`config.mk`:
```
export PLATFORM = sky130hd
export DESIGN_NAME = pc_unit
export DESIGN_NICKNAME = d
export VERILOG_FILES = /design/src/rtl/pc_unit_pkg.sv /design/src/rtl/pc_target_calc.sv /design/src/rtl/pc_unit.sv
export SDC_FILE = /design/constraint.sdc
export NUM_CORES = 1
export LEC_CHECK = 0
export CAP_MARGIN = 20
export CORE_MARGIN = 5
export CORE_UTILIZATION = 50
export CTS_BUF_LIST = sky130_fd_sc_hd__clkbuf_8
export CTS_CLUSTER_SIZE = 10
export DETAILED_ROUTE_END_ITERATION = 10
export GPL_TIMING_DRIVEN = 0
export MAX_ROUTING_LAYER = met4
export PLACE_DENSITY = 0.77
export REMOVE_ABC_BUFFERS = 1
export SLEW_MARGIN = 30
export SYNTH_ARGS = -nofsm -noshare
export SYNTH_HDL_FRONTEND = slang
export SYNTH_SLANG_ARGS = --single-unit
```
`constraint.sdc`:
```
create_clock -name clk -period 4.2 [get_ports clk]
set_input_delay 0.63 -clock clk [delete_from_list [all_inputs] [get_ports clk]]
set_output_delay 0.63 -clock clk [all_outputs]
set_load 0.03 [all_outputs]
```
`src/rtl/pc_unit_pkg.sv`:
```
// Shared types and default vectors for the fetch-stage program counter.
package pc_pkg;

  typedef enum logic [1:0] {
    BR   = 2'd0,
    JALR = 2'd1,
    TRAP = 2'd2,
    RSVD = 2'd3
  } redirect_type_t;

  typedef enum logic {
    RUN  = 1'b0,
    HOLD = 1'b1
  } pc_state_t;

  localparam logic [31:0] DEFAULT_RESET_VECTOR = 32'h0000_0000;
  localparam logic [31:0] DEFAULT_TRAP_VECTOR  = 32'h0000_0100;
  localparam int          DEFAULT_INSTR_BYTES  = 4;

endpackage

```
`src/rtl/pc_target_calc.sv`:
```
// Redirect target mux with alignment check; a misaligned target is replaced by the trap vector.
module pc_target_calc
  import pc_pkg::*;
#(
  parameter int                    ADDR_WIDTH  = 32,
  parameter logic [ADDR_WIDTH-1:0] TRAP_VECTOR = ADDR_WIDTH'(DEFAULT_TRAP_VECTOR),
  parameter int                    INSTR_BYTES = DEFAULT_INSTR_BYTES
) (
  input  logic [1:0]            redirect_type,
  input  logic [ADDR_WIDTH-1:0] base_pc,
  input  logic [ADDR_WIDTH-1:0] imm,
  input  logic [ADDR_WIDTH-1:0] rs1_val,
  output logic [ADDR_WIDTH-1:0] target,
  output logic                  misaligned
);

  localparam logic [ADDR_WIDTH-1:0] ALIGN_MASK = ADDR_WIDTH'(INSTR_BYTES - 1);
  localparam logic [ADDR_WIDTH-1:0] LSB_CLEAR  = {{(ADDR_WIDTH-1){1'b1}}, 1'b0};

  logic [ADDR_WIDTH-1:0] jalr_sum;
  logic [ADDR_WIDTH-1:0] raw_target;
  logic                  check_align;

  assign jalr_sum = rs1_val + imm;

  always_comb begin
    raw_target  = TRAP_VECTOR;
    check_align = 1'b0;
    case (redirect_type)
      BR: begin
        raw_target  = base_pc + imm;
        check_align = 1'b1;
      end
      JALR: begin
        raw_target  = jalr_sum & LSB_CLEAR;
        check_align = 1'b1;
      end
      default: begin
        // Trap and reserved both go to the trap vector, which is trusted to be aligned.
        raw_target  = TRAP_VECTOR;
        check_align = 1'b0;
      end
    endcase
  end

  assign misaligned = check_align && ((raw_target & ALIGN_MASK) != '0);
  assign target     = misaligned ? TRAP_VECTOR : raw_target;

endmodule

```
`src/rtl/pc_unit.sv`:
```
// Fetch-stage PC with redirect selection, stall-time redirect deferral and an IF/ID PC register.
module pc_unit
  import pc_pkg::*;
#(
  parameter int                    ADDR_WIDTH   = 32,
  parameter logic [ADDR_WIDTH-1:0] RESET_VECTOR = ADDR_WIDTH'(DEFAULT_RESET_VECTOR),
  parameter logic [ADDR_WIDTH-1:0] TRAP_VECTOR  = ADDR_WIDTH'(DEFAULT_TRAP_VECTOR),
  parameter int                    INSTR_BYTES  = DEFAULT_INSTR_BYTES
) (
  input  logic                  clk,
  input  logic                  rst,
  input  logic                  stall,
  input  logic                  redirect,
  input  logic [1:0]            redirect_type,
  input  logic [ADDR_WIDTH-1:0] base_pc,
  input  logic [ADDR_WIDTH-1:0] imm,
  input  logic [ADDR_WIDTH-1:0] rs1_val,
  output logic [ADDR_WIDTH-1:0] pc,
  output logic [ADDR_WIDTH-1:0] pc_plus,
  output logic [ADDR_WIDTH-1:0] pc_d,
  output logic [ADDR_WIDTH-1:0] pc_plus_d,
  output logic                  valid_d,
  output logic                  misaligned,
  output logic                  pending
);

  pc_state_t             state_reg;
  logic [ADDR_WIDTH-1:0] pc_reg;
  logic [ADDR_WIDTH-1:0] pc_d_reg;
  logic [ADDR_WIDTH-1:0] pc_plus_d_reg;
  logic [ADDR_WIDTH-1:0] pending_target_reg;
  logic                  valid_d_reg;
  logic                  misaligned_reg;
  logic                  pending_reg;

  logic [ADDR_WIDTH-1:0] pc_plus_w;
  logic [ADDR_WIDTH-1:0] target;
  logic                  target_misaligned;

  pc_target_calc #(
    .ADDR_WIDTH  (ADDR_WIDTH),
    .TRAP_VECTOR (TRAP_VECTOR),
    .INSTR_BYTES (INSTR_BYTES)
  ) u_target_calc (
    .redirect_type (redirect_type),
    .base_pc       (base_pc),
    .imm           (imm),
    .rs1_val       (rs1_val),
    .target        (target),
    .misaligned    (target_misaligned)
  );

  assign pc_plus_w = pc_reg + ADDR_WIDTH'(INSTR_BYTES);

  always_ff @(posedge clk) begin
    if (rst) begin
      state_reg          <= RUN;
      pc_reg             <= RESET_VECTOR;
      pc_d_reg           <= '0;
      pc_plus_d_reg      <= '0;
      pending_target_reg <= '0;
      valid_d_reg        <= 1'b0;
      misaligned_reg     <= 1'b0;
      pending_reg        <= 1'b0;
    end else begin
      // Pulse whenever a redirect is sampled, whether it is taken now or deferred.
      misaligned_reg <= redirect && target_misaligned;
      case (state_reg)
        RUN: begin
          if (!stall) begin
            if (redirect) begin
              pc_reg      <= target;
              valid_d_reg <= 1'b0;
            end else begin
              pc_reg        <= pc_plus_w;
              pc_d_reg      <= pc_reg;
              pc_plus_d_reg <= pc_plus_w;
              valid_d_reg   <= 1'b1;
            end
          end else if (redirect) begin
            pending_target_reg <= target;
            state_reg          <= HOLD;
            pending_reg        <= 1'b1;
          end
        end
        HOLD: begin
          if (stall) begin
            if (redirect) begin
              pending_target_reg <= target;
            end
          end else begin
            // A live redirect is younger than the deferred one, so it takes priority.
            pc_reg      <= redirect ? target : pending_target_reg;
            valid_d_reg <= 1'b0;
            state_reg   <= RUN;
            pending_reg <= 1'b0;
          end
        end
        default: begin
          state_reg   <= RUN;
          pending_reg <= 1'b0;
        end
      endcase
    end
  end

  assign pc         = pc_reg;
  assign pc_plus    = pc_plus_w;
  assign pc_d       = pc_d_reg;
  assign pc_plus_d  = pc_plus_d_reg;
  assign valid_d    = valid_d_reg;
  assign misaligned = misaligned_reg;
  assign pending    = pending_reg;

endmodule

```
== Word level (Yosys, flattened, before mapping) ==
Index checks and enable logic that the tools add are counted.
Word-level totals
  flip-flop bits (word level): 132
  bits of input ports: 102
  output and inout bits: 131
  logic and storage cells: 47
Cells by class
  $add $sub $neg: 3
  eq/ne operators: 5
  muxes and demuxes: 20
  bitwise logic cells: 3
  reduce and logical (&&, ||, !) cells: 8
Operators with widths (count)
  2-to-1 mux 32 bit: 6
  one-hot mux 32 bit (2 select lines): 2
  adder 32 bit: 2
  adder 32 x 3 -> 32 bit, second input constant: 1
  nonzero test 32 bit: 1
  2-to-1 mux 1 bit: 9
  != test 2 bit, second input constant: 4
  one-hot mux 1 bit (2 select lines): 3
  AND reduction 3 bit: 2
  NOT 1 bit: 3
  == test 2 x 1 -> 1 bit, second input constant: 1
  logical AND 1 bit: 2
  zero test 2 bit: 1
  AND reduction 2 bit: 1
  OR reduction 2 bit: 1

== Longest topological paths before layout ==
Gate-level depths: netlist of run 1.
  depth in word-level cells: 8
  depth in mapped cells: 12
  mapped depth without buffers: 12

== Modules after synthesis ==
Synthesis of run 1 repeated with hierarchy kept, for this count alone.
Unflattened totals
  cell total of the unflattened synthesis: 1334
  area, all modules: 9751.9 um^2
Modules (own cells, without submodules)
  pc_unit: times used 1, cells each 786, area each 6008.3 um^2, seq. area each 2602.5 um^2
  pc_target_calc: times used 1, cells each 548, area each 3743.6 um^2, seq. area each 0.0 um^2

== Worst setup path after synthesis of run 1 ==
No wires, ideal clock.
  kind: input-to-reg
  start: input imm[1]
  end: register pc_reg[28] (netlist: pc[28])
  library setup time: 134 ps
  arrival: 2773 ps
  required time: 4066 ps
  path slack: 1293 ps
  stages: 11
  buffers on the path: 0
  cell sequence: inv_1 -> fa_1 -> nor2b_1 -> o21bai_1 -> a2111oi_2 -> o211ai_1 -> a21oi_1 -> o211a_1 -> nor3_1 -> a221oi_1 -> o22ai_1
Between the ends
  longest elaborated chain between the ends: 8
  elaborated cells on any way between the ends: 11
  classes of those cells: 2 x add/sub; 7 x mux; 2 x reduce/logical
Ends and longest elaborated chain
  from (decl): line pc_unit.sv:16  | input logic [ADDR_WIDTH-1:0] imm,
  adder 32 bit (on tied branches): line pc_target_calc.sv:24, pc_target_calc.sv:31
  one-hot mux 32 bit (2 select lines) (*): line pc_target_calc.sv:29  | case (redirect_type)
  nonzero test 32 bit: line pc_target_calc.sv:46  | assign misaligned = check_align && ((raw_target & ALIGN_MASK) != '0);
  logical AND 1 bit: line pc_target_calc.sv:46
  2-to-1 mux 32 bit (*): line pc_target_calc.sv:47  | assign target = misaligned ? TRAP_VECTOR : raw_target;
  2-to-1 mux 32 bit (on tied branches)
  2-to-1 mux 32 bit (on tied branches): line pc_unit.sv:87, pc_unit.sv:70
  one-hot mux 32 bit (2 select lines) (*): line pc_unit.sv:68  | case (state_reg)
  to (signal assigned): line pc_unit.sv:72  | pc_reg <= target;
  to (signal assigned): line pc_unit.sv:75  | pc_reg <= pc_plus_w;
  to (signal assigned): line pc_unit.sv:93  | pc_reg <= redirect ? target : pending_target_reg;
  to (decl): line pc_unit.sv:28  | logic [ADDR_WIDTH-1:0] pc_reg;
Mark *: on every way between the ends. The rest lies on a longest branch, timed or not. The select of a mux whose other input is x is not followed.
A chain may end at the register's enable or synchronous reset.

== Final worst setup path of run 1 ==
  start: register pc_reg[10] (netlist: pc[10])
  end: output pc_plus[31]
Between the ends
  longest elaborated chain between the ends: 1
Ends and longest elaborated chain
  adder 32 x 3 -> 32 bit: line pc_unit.sv:53  | assign pc_plus_w = pc_reg + ADDR_WIDTH'(INSTR_BYTES);
  to (decl): line pc_unit.sv:19  | output logic [ADDR_WIDTH-1:0] pc_plus,
Every way passes these cells.

==> flow_summary.ini, run 1 <==
[status]
status = finished, final reports clean

[sta]
finalSetupViolations = 0
fmax_mhz = 253.9
rsz0062_at_grt = false
period_share = 0.9376
finalWorstSetupSlack_ns = 0.2619
maxSlewViolCount = 0
worst_slew_pin_slew_ns = 0.9303
slew_headroom = 0.3791
skew_ns = 0.009539
min_period_ns = 3.938
finalHoldViolCount = 0
final.setup.tns_ns = 0

[logic_synthesis]
synthDistinctLibCells = 81
synth_top_cell_by_area = dfxtp_1
synth.area.top_cells = dfxtp_1 28%, ha_1 8.3%, nand2_1 7.2%, a21oi_1 6.3%, nor2_1 5.2%
synth_edf_count = 0
synthArstFlopShare = 0
ys_seq_area_frac = 0.2788
netlist_instances = 1243
synthTopCellsByCount = 180 x nand2_1, 130 x dfxtp_1, 129 x nor2_1
synth_top_area_frac = 0.2788
synth_seq_cells = 130
synth_area_um2 = 9334
ys_warn_count = 0
synth_flop_cell = dfxtp_1
synth_area_per_cell_um2 = 7.509
yosysMostFrequentCell = nand2_1

[global_route]
antenna_found_initial = 0
grt_max_degree = 58
grt_remaining_overflow = 0
track_usage = 0.2715
grt_pass1_wl_um = 47440
grt_pass1_vias = 9134

[final_layout]
fin_util = 0.6546
nNetsFinal = 1593
antenna_cells = 0
layout.cells.non_filler = 1672
area_delta_synth_final_pct = 29.87
drive_gt1_frac = 0.05285

[worst_setup_path]
reg2reg_from = pc[8]$_SDFFE_PP0P_
cp_data_required_time_ns = 3.57
critPathLaunch = pc[10]$_SDFFE_PP0P_
cp-endpoint = pc_plus[31]
critPathKind = flop to primary output
arrival_ns = 3.31
critPathSlowestCell = clkdlybuf4s50_1
max_stage_delay_ns = 0.71
critPathCaptureType = primary output
crit_chain = nand4_2 > nor4_4 > and2_0 > nand2_1 > nor2_1 > xor2_1 > clkdlybuf4s50_1
reg2reg_depth = 9
reg2reg_slack_ns = 1.53
cp-start-kind = flop
r2r-end = pc[13]$_SDFFE_PP0P_
critPathMaxFanout = 9

[clocking]
numCtsBuffers = 17
clock_sinks = 130
hold_buffers = 0
cts_setup_buffers = 0
clk_latency_ns = 0.44
cts_tree = done
htreeDepth = 4
root_buffer = clkbuf_8
cts.clk_slew.worst_paths_ns = 0.07
cts_resized = 0
ctsLongestPathBuffers = 2

[route]
detail-route-antenna-nets = 0
drt_pass1_iterations = 6
drt_wl_total_um = 29400
top_layer = met4
vias = 9772
wire_per_inst_um = 17.58
drtIter0Drc = 790
met3_length_um = 1774
m1WireLength_um = 13650
via_per_inst = 5.844
dr_wl_met2_um = 13540
drc = 0

[place]
pre_cts_ws_ns = 0.09155
gpl.final_weighted_congestion = 0.9210
dpl.hpwl_um = 23020
dp_cells = 1642
io_buffer_count = 232

[power]
p_leak_nw = 4.678
power_density_nw_per_um2 = 290.4
vdd_drop_max_v = 0.0002118

[die]
core-area_um2 = 18520
start_util = 0.5041
fp.dieH_um = 146.6
die-area_um2 = 21500
std_cell_rows = 50
die_w_um = 146.6
io_pins = 233

[hold_path]
hold_path.class = flop to flop

[run]
maxCapViolCount = 0
worst min path at each step:
stage	startpoint	end	cells after the start	slack, ns
after floorplan	pending_target_reg[21]$_SDFFE_PP0P_	pending_target_reg[21]$_SDFFE_PP0P_	2	0.42
after global placement	pending_target_reg[22]$_SDFFE_PP0P_	pending_target_reg[22]$_SDFFE_PP0P_	2	0.43
after detailed placement	pending_target_reg[14]$_SDFFE_PP0P_	pending_target_reg[14]$_SDFFE_PP0P_	2	0.44
after CTS	pending_target_reg[14]$_SDFFE_PP0P_	pending_target_reg[14]$_SDFFE_PP0P_	2	0.46
after global routing	pc_d[8]$_SDFFE_PP0P_	pc_d[8]$_SDFFE_PP0P_	2	0.47
final	pc_d[7]$_SDFFE_PP0P_	pc_d[7]$_SDFFE_PP0P_	2	0.45
placed cells by master (no fill, tap or decap), types with 6 or more instances in the layout:
master | netlist | routed
nand3_1 | 31 | 31
o21a_1 | 14 | 14
o22ai_1 | 8 | 8
a221oi_1 | 7 | 7
a22o_1 | 11 | 11
o31ai_1 | 8 | 8
and3_1 | 6 | 6
nand2_1 | 180 | 179
a211oi_1 | 29 | 29
dfxtp_1 | 130 | 129
a22oi_1 | 10 | 10
nor2_1 | 129 | 129
mux2i_1 | 22 | 22
nor2b_1 | 9 | 9
a31oi_1 | 8 | 8
a21o_1 | 12 | 12
o211ai_1 | 10 | 10
buf_4 | 5 | 7
ha_1 | 62 | 62
xnor2_1 | 44 | 44
a21oi_1 | 117 | 116
nand4_1 | 15 | 15
clkbuf_8 | 3 | 21
inv_1 | 39 | 42
clkdlybuf4s50_1 | 0 | 228
o21ai_0 | 80 | 80
xor2_1 | 34 | 34
nand2b_1 | 9 | 9
nor3_1 | 45 | 44
routing by layer:
| layer | track usage | vias up |
|---|---|---|
| li1 | - | 4819 |
| met1 | 0.3632 | 4533 |
| met3 | 0.03973 | 39 |
| met2 | 0.4367 | 381 |
| met5 | - | - |
| met4 | 0.06068 | 0 |
through the flow:
stage	total power [W]	area, µm²	hold WS [ns]
2_1_floorplan	0.002097	8962	0.4244
3_3_place_gp	0.002538	11580	0.4341
3_5_place_dp	0.002564	11770	0.4396
4_1_cts	0.003522	12130	0.4552
5_1_grt	0.003698	12120	0.4745
6_report	0.003520	12120	0.4525
layout make-up:
| type | instances | area, µm² |
|---|---|---|
| Clock inverter | 9 | 66.31 |
| Sequential cell | 130 | 2604 |
| Tap cell | 234 | 292.8 |
| Timing Repair Buffer | 245 | 2491 |
| Multi-Input combinational cell | 993 | 6228 |
| Clock buffer | 21 | 289.0 |
| Inverter | 40 | 150.1 |
| Fill cell | 1641 | 6396 |
critical path, delay by kind of cell (launching register included):
kind,cells,cell delay [ns]
AND/OR/NAND/NOR,5,1.39
XOR/XNOR,1,0.24
buffers and inverters,1,0.71
flip-flops,1,0.54
kinds of logic (layout without fill, tap and decap cells):
logic type      after synthesis  in the layout  synth area share
flops                       130            130            0.2788
buf+inv                     120            315           0.05590
simple gates                459            459            0.2249
mux                          23             23           0.02480
fa+ha+maj                    64             64           0.08740
compound gates              369            369            0.2550
xor+xnor                     78             78           0.07319
where the power goes:
part	internal, W	total (W)	switching (W)
clock	0.000512	0.000969	0.000456
sequential	0.00129	0.00134	0.0000551
combinational	0.000504	0.00121	0.000706
Note: power is estimated with default switching activity, not from simulation.
==> run 2, diff against run 1 <==
--- a/config.mk
+++ b/config.mk
@@ -5,7 +5,6 @@
 export SDC_FILE = /design/constraint.sdc
 export NUM_CORES = 1
 export LEC_CHECK = 0
-export CAP_MARGIN = 20
 export CORE_MARGIN = 5
 export CORE_UTILIZATION = 50
 export CTS_BUF_LIST = sky130_fd_sc_hd__clkbuf_8
@@ -13,7 +12,7 @@
 export DETAILED_ROUTE_END_ITERATION = 10
 export GPL_TIMING_DRIVEN = 0
 export MAX_ROUTING_LAYER = met4
-export PLACE_DENSITY = 0.77
+export PLACE_DENSITY = 0.82
 export REMOVE_ABC_BUFFERS = 1
 export SLEW_MARGIN = 30
 export SYNTH_ARGS = -nofsm -noshare
==> run 2 against run 1 <==
  * Register-to-register slack got worse by 0.10 ns
  * Sequential share of layout area about the same
  * Clock skew about the same
  * Routed wire length about the same
  * Sequential power about the same
  * Combinational power about the same
  * Global-route usage decreased by 0.19 points
  * Sequential cell count unchanged
  * First-iteration DRC count decreased by 11%
  * Count of clock-buffer cells in the layout increased by 1
==> flow_summary.ini, run 2 (synthesis results as in run 1) <==
[global_route]
antenna_found_initial = 0
track_usage = 0.2696
grt_remaining_overflow = 0
grt_pass1_vias = 9219
grt_pass1_wl_um = 46900
grt_max_degree = 59

[worst_setup_path]
r2r-end = pc[24]$_SDFFE_PP0P_
critPathKind = flop to primary output
critPathLaunch = pc[10]$_SDFFE_PP0P_
reg2reg_from = pc[10]$_SDFFE_PP0P_
reg2reg_depth = 9
reg2reg_slack_ns = 1.43
critPathCaptureType = primary output
crit_chain = nand4_2 > nor4_4 > and2_0 > nand2_1 > xnor2_1 > clkdlybuf4s50_1
arrival_ns = 3.30
cp-endpoint = pc_plus[21]
cp-start-kind = flop
critPathMaxFanout = 9
max_stage_delay_ns = 0.76
cp_data_required_time_ns = 3.57
critPathSlowestCell = clkdlybuf4s50_1

[route]
drt_wl_total_um = 29420
detail-route-antenna-nets = 0
via_per_inst = 5.944
vias = 9944
drc = 0
drtIter0Drc = 704
wire_per_inst_um = 17.58
drt_pass1_iterations = 5

[sta]
finalSetupViolations = 0
skew_ns = 0.009573
rsz0062_at_grt = false
whs_ns = 0.4538
fmax_mhz = 254.4
maxSlewViolCount = 0
finalWorstSetupSlack_ns = 0.2698
period_share = 0.9358
worst_slew_pin_slew_ns = 0.8810
slew_headroom = 0.4120
min_period_ns = 3.930
finalHoldViolCount = 0

[clocking]
root_buffer = clkbuf_8
cts_setup_buffers = 0
clk_latency_ns = 0.44
numCtsBuffers = 17
htreeDepth = 4
cts_resized = 0
clock_sinks = 130
cts.clk_slew.worst_paths_ns = 0.07
hold_buffers = 0
cts_tree = done
ctsLongestPathBuffers = 2

[final_layout]
drive_gt1_frac = 0.05142
ff_latch_area_um2 = 2604
layout.cells.non_filler = 1673
nNetsFinal = 1592
layout_common_cells = 228 x clkdlybuf4s50_1, 179 x nand2_1, 129 x nor2_1, 129 x dfxtp_1, 116 x a21oi_1
final_common_cell = clkdlybuf4s50_1
antenna_cells = 0
final_area_um2 = 12110
multi_input_area_um2 = 6233
area_delta_synth_final_pct = 29.76
nFillCells = 1574

[power]
p_leak_nw = 4.676
power_density_nw_per_um2 = 287.6
vdd_drop_max_v = 0.0002170

[die]
start_util = 0.5041
io_pins = 233
die-area_um2 = 21500
die_w_um = 146.6
core-area_um2 = 18520
fp.dieH_um = 146.6
std_cell_rows = 50

[place]
io_buffer_count = 232
gpl.final_weighted_congestion = 0.9221
pre_cts_ws_ns = 0.1701
dpl.hpwl_um = 22970
dp_cells = 1641
post_dp_cell_area_um2 = 11760

[run]
maxCapViolCount = 0

[hold_path]
worstHoldStart = pc_d[22]$_SDFFE_PP0P_
hold_path.class = flop to flop

[status]
status = finished, final reports clean
run 2: cell types whose count changed in the layout (fill, tap and decap cells not counted):
cell	delta
buf_16	+1
clkbuf_8	+1
buf_8	-1
nand2_4	+1
inv_1	+3
buf_12	-1
clkinv_2	-2
clkinvlp_4	+1
bufinv_16	-1
nand2_2	-1
run 2: power by group:
group | switching, W | total, W | internal (W)
clock network | 0.000461 | 0.000932 | 0.000471
registers | 0.0000559 | 0.00134 | 0.00129
logic | 0.000705 | 0.00121 | 0.000505
total | 0.00122 | 0.00348 | 0.00226
run 2: area by class of cell:
type	instances	area share
Tap cell	234	0.02417
Inverter	40	0.01240
Clock inverter	10	0.003719
Clock buffer	22	0.02500
Multi-Input combinational cell	993	0.5147
Timing Repair Buffer	244	0.2051
Sequential cell	130	0.2150
run 2: metrics by stage:
step	TNS [ns]	total power, W	utilization
after global placement	-350.28	0.002526	0.6252
after CTS	0	0.003483	0.6541
after global routing	0	0.003652	0.6541
after floorplan	-48.71	0.002097	-
after detailed placement	0	0.002560	0.6353
final	0	0.003484	0.6541
run 2: critical path, delay by kind of cell, from the launching register on:
| family | cells | cell delay (ns) |
|---|---|---|
| xor+xnor | 1 | 0.40 |
| buf+inv | 1 | 0.76 |
| flops | 1 | 0.54 |
| simple gates | 4 | 1.15 |
run 2: metal layers:
layer,GRT usage,part of all wire
met3,0.03352,0.064
met2,0.4455,0.47
met4,0.09172,0.024
met1,0.3414,0.44
met5,-,0
run 2: worst min path at each step:
stage,to,slack [ns],cells after the start
final,pc_d[22]$_SDFFE_PP0P_,0.45,2
after global routing,pending_target_reg[9]$_SDFFE_PP0P_,0.47,2
after CTS,pc_d[14]$_SDFFE_PP0P_,0.46,2
after detailed placement,pending_target_reg[25]$_SDFFE_PP0P_,0.44,2
after global placement,pending_target_reg[22]$_SDFFE_PP0P_,0.43,2
after floorplan,pending_target_reg[21]$_SDFFE_PP0P_,0.42,2
==> run 3, diff against run 2 <==
--- a/config.mk
+++ b/config.mk
@@ -5,6 +5,7 @@
 export SDC_FILE = /design/constraint.sdc
 export NUM_CORES = 1
 export LEC_CHECK = 0
+export ABC_AREA = 1
 export CORE_MARGIN = 5
 export CORE_UTILIZATION = 50
 export CTS_BUF_LIST = sky130_fd_sc_hd__clkbuf_8
@@ -12,9 +13,10 @@
 export DETAILED_ROUTE_END_ITERATION = 10
 export GPL_TIMING_DRIVEN = 0
 export MAX_ROUTING_LAYER = met4
-export PLACE_DENSITY = 0.82
+export PLACE_DENSITY = 0.8
 export REMOVE_ABC_BUFFERS = 1
 export SLEW_MARGIN = 30
 export SYNTH_ARGS = -nofsm -noshare
 export SYNTH_HDL_FRONTEND = slang
 export SYNTH_SLANG_ARGS = --single-unit
+export TNS_END_PERCENT = 30
==> run 3 against run 2 <==
  * Clock skew rose by 0.0027 ns
  * Combinational power rose by 12%
  * Routed wire length rose by 21%
  * Clock power rose by 18%
  * Synthesized cell count rose by 42%
  * Sequential cell count did not move
==> flow_summary.ini, run 3 <==
[status]
status = finished, final reports clean

[power]
p_leak_nw = 6.548
p_int_w = 0.002410
seqPwrFrac = 0.357
power_density_nw_per_um2 = 283.3
p_comb_frac = 0.355
p_sw_frac = 0.3675
vdd_drop_max_v = 0.0001753
p_clk_frac = 0.288
p_sw_w = 0.001400

[clocking]
cts_setup_buffers = 0
clk_latency_ns = 0.44
numCtsBuffers = 17
cts_tree = done
cts_resized = 0
htreeDepth = 4
clock_sinks = 130
root_buffer = clkbuf_8
hold_buffers = 0
cts.clk_slew.worst_paths_ns = 0.08
ctsLongestPathBuffers = 2

[route]
vias = 11878
drt_wl_total_um = 35490
via_per_inst = 5.274
wire_per_inst_um = 15.76
drtIter0Drc = 900
detail-route-antenna-nets = 0
drc = 0
drt_pass1_iterations = 6

[global_route]
grt_max_degree = 53
antenna_found_initial = 0
grt_remaining_overflow = 0
track_usage = 0.2960
grt_pass1_wl_um = 56320
grt_pass1_vias = 11211

[sta]
maxSlewViolCount = 0
min_period_ns = 3.525
skew_ns = 0.01231
finalHoldViolCount = 0
finalSetupViolations = 0
rsz0062_at_grt = false
period_share = 0.8393
final.setup.tns_ns = 0
fmax_mhz = 283.7
finalWorstSetupSlack_ns = 0.6748
worst_slew_pin_slew_ns = 0.8948
slew_headroom = 0.4016

[final_layout]
antenna_cells = 0
nNetsFinal = 2130
final_common_cell = nand2_1
layout_common_cells = 534 x nand2_1, 265 x inv_1, 231 x clkdlybuf4s50_1
nFillCells = 1998
drive_gt1_frac = 0.04299
layout.cells.non_filler = 2252
area_delta_synth_final_pct = 28.26

[worst_setup_path]
cp-start-kind = flop
cp_data_required_time_ns = 3.57
reg2reg_from = state_reg$_SDFF_PP0_
critPathCaptureType = primary output
crit_chain = nand2_1 > nor2_4 > nand2_4 > nor2_4 > nand2_2 > nor2_4 > nand2_1 > xor2_1 > clkdlybuf4s50_1
critPathMaxFanout = 6
arrival_ns = 2.90
reg2reg_depth = 7
critPathSlowestCell = clkdlybuf4s50_1
r2r-end = pc_plus_d[23]$_SDFFE_PP0P_
max_stage_delay_ns = 0.75
reg2reg_slack_ns = 1.50
critPathKind = flop to primary output
critPathMostFrequentCell = nor2_4

[logic_synthesis]
synthArstFlopShare = 0
synth_flop_cell = dfxtp_1
synth_area_per_cell_um2 = 5.936
synth_top_area_frac = 0.2483
yosysMostFrequentCell = nand2_1
synth_edf_count = 0
ys_warn_count = 0
synth_seq_cells = 130
synthDistinctLibCells = 50
synth_top_cell_by_area = dfxtp_1
synth.area.top_cells = dfxtp_1 25%, nand2_1 19%, inv_1 9.5%, ha_1 7.4%, nor2_1 7.4%
netlist_instances = 1766
synthTopCellsByCount = 536 x nand2_1, 265 x inv_1, 206 x nor2_1
ys_seq_area_frac = 0.2483
synth_area_um2 = 10480

[die]
std_cell_rows = 53
io_pins = 233
die_w_um = 154.8
core-area_um2 = 20820
start_util = 0.5034
fp.dieH_um = 154.8
die-area_um2 = 23960

[hold_path]
whs_endpoint = pending_target_reg[1]$_SDFFE_PP0P_
hold_path.class = flop to flop
worstHoldStart = pending_target_reg[1]$_SDFFE_PP0P_
hold_depth = 2

[place]
dpl.hpwl_um = 28590
dp_cells = 2220
io_buffer_count = 232
gpl.final_weighted_congestion = 0.9864
pre_cts_ws_ns = 0.5560

[run]
maxCapViolCount = 0
-- run 3: changes by cell type in the layout (fill, tap and decap cells not counted), moves of 12 or more --
| cell | change |
|---|---|
| nor3_1 | -32 |
| nand2_1 | +355 |
| nor2_1 | +74 |
| nand3_1 | +70 |
| xnor2_1 | -31 |
| o21ai_0 | +48 |
| a211oi_1 | -27 |
| o21a_1 | -14 |
| nand3b_1 | +13 |
| inv_1 | +220 |
| a21oi_1 | -12 |
| mux2i_1 | -22 |
-- run 3: per-stage QoR --
stage	util	hold WS, ns	instance area [µm²]	total power [W]
final	0.6457	0.4642	13450	0.003810
after floorplan	-	0.4285	10230	0.002198
after detailed placement	0.6256	0.4472	13030	0.002723
after global placement	0.6195	0.4405	12900	0.002691
after global routing	0.6457	0.4856	13450	0.004017
after CTS	0.6454	0.4598	13440	0.003813
-- run 3: power by group through the flow --
stage | Clock (W) | Sequential [W] | Combinational [W]
floorplan | 0 | 0.00149 | 0.000706
global placement | 0 | 0.00138 | 0.00131
detailed placement | 0 | 0.00139 | 0.00134
CTS | 0.00111 | 0.00136 | 0.00134
global route | 0.00116 | 0.00137 | 0.00149
finish | 0.00110 | 0.00136 | 0.00135
-- run 3: area by class of cell --
class,instances,area [µm²],area share
sequential,130,2603,0.1936
clock inverter,14,162.7,0.01210
timing repair buffer,237,2431,0.1808
inverter,271,1021,0.07594
tap,275,344.1,0.02559
clock buffer,18,247.7,0.01843
multi-input combinational,1307,6636,0.4936
-- run 3: worst max path at each step --
stage	startpoint	endpoint	slack [ns]
after floorplan	redirect	pc_d[2]$_SDFFE_PP0P_	0.67
after global placement	rst	pending_target_reg[3]$_SDFFE_PP0P_	-1.93
after detailed placement	redirect	pc_d[2]$_SDFFE_PP0P_	0.56
after CTS	pc[11]$_SDFFE_PP0P_	pc_plus[26]	0.71
after global routing	pc[11]$_SDFFE_PP0P_	pc_plus[26]	0.49
final	pc[6]$_SDFFE_PP0P_	pc_plus[27]	0.67
-- run 3: logic make-up (layout without fill, tap and decap cells) --
kind of cell | Yosys count | after routing | share of synthesized area
adders and majority gates | 64 | 64 | 0.07782
and+or+nand+nor | 921 | 921 | 0.3689
DFF | 130 | 130 | 0.2483
xor gates and xnor gates | 39 | 39 | 0.03473
buffers and inverters | 329 | 540 | 0.1208
AOI/OAI and AO/OA | 283 | 283 | 0.1494
-- run 3: per-layer routing --
layer	up-vias	routed length, µm	global-route usage
li1	6006	-	-
met1	5399	15480	0.3754
met2	423	17140	0.5056
met3	50	2213	0.03078
met4	0	652	0.07696
met5	-	0	-
-- run 3: worst max-delay path, delay by kind of cell, from the launching register on --
kind,cells,cell delay [ns]
AND/OR/NAND/NOR,7,0.88
buffers and inverters,1,0.75
XOR/XNOR,1,0.35
flip-flops,1,0.47
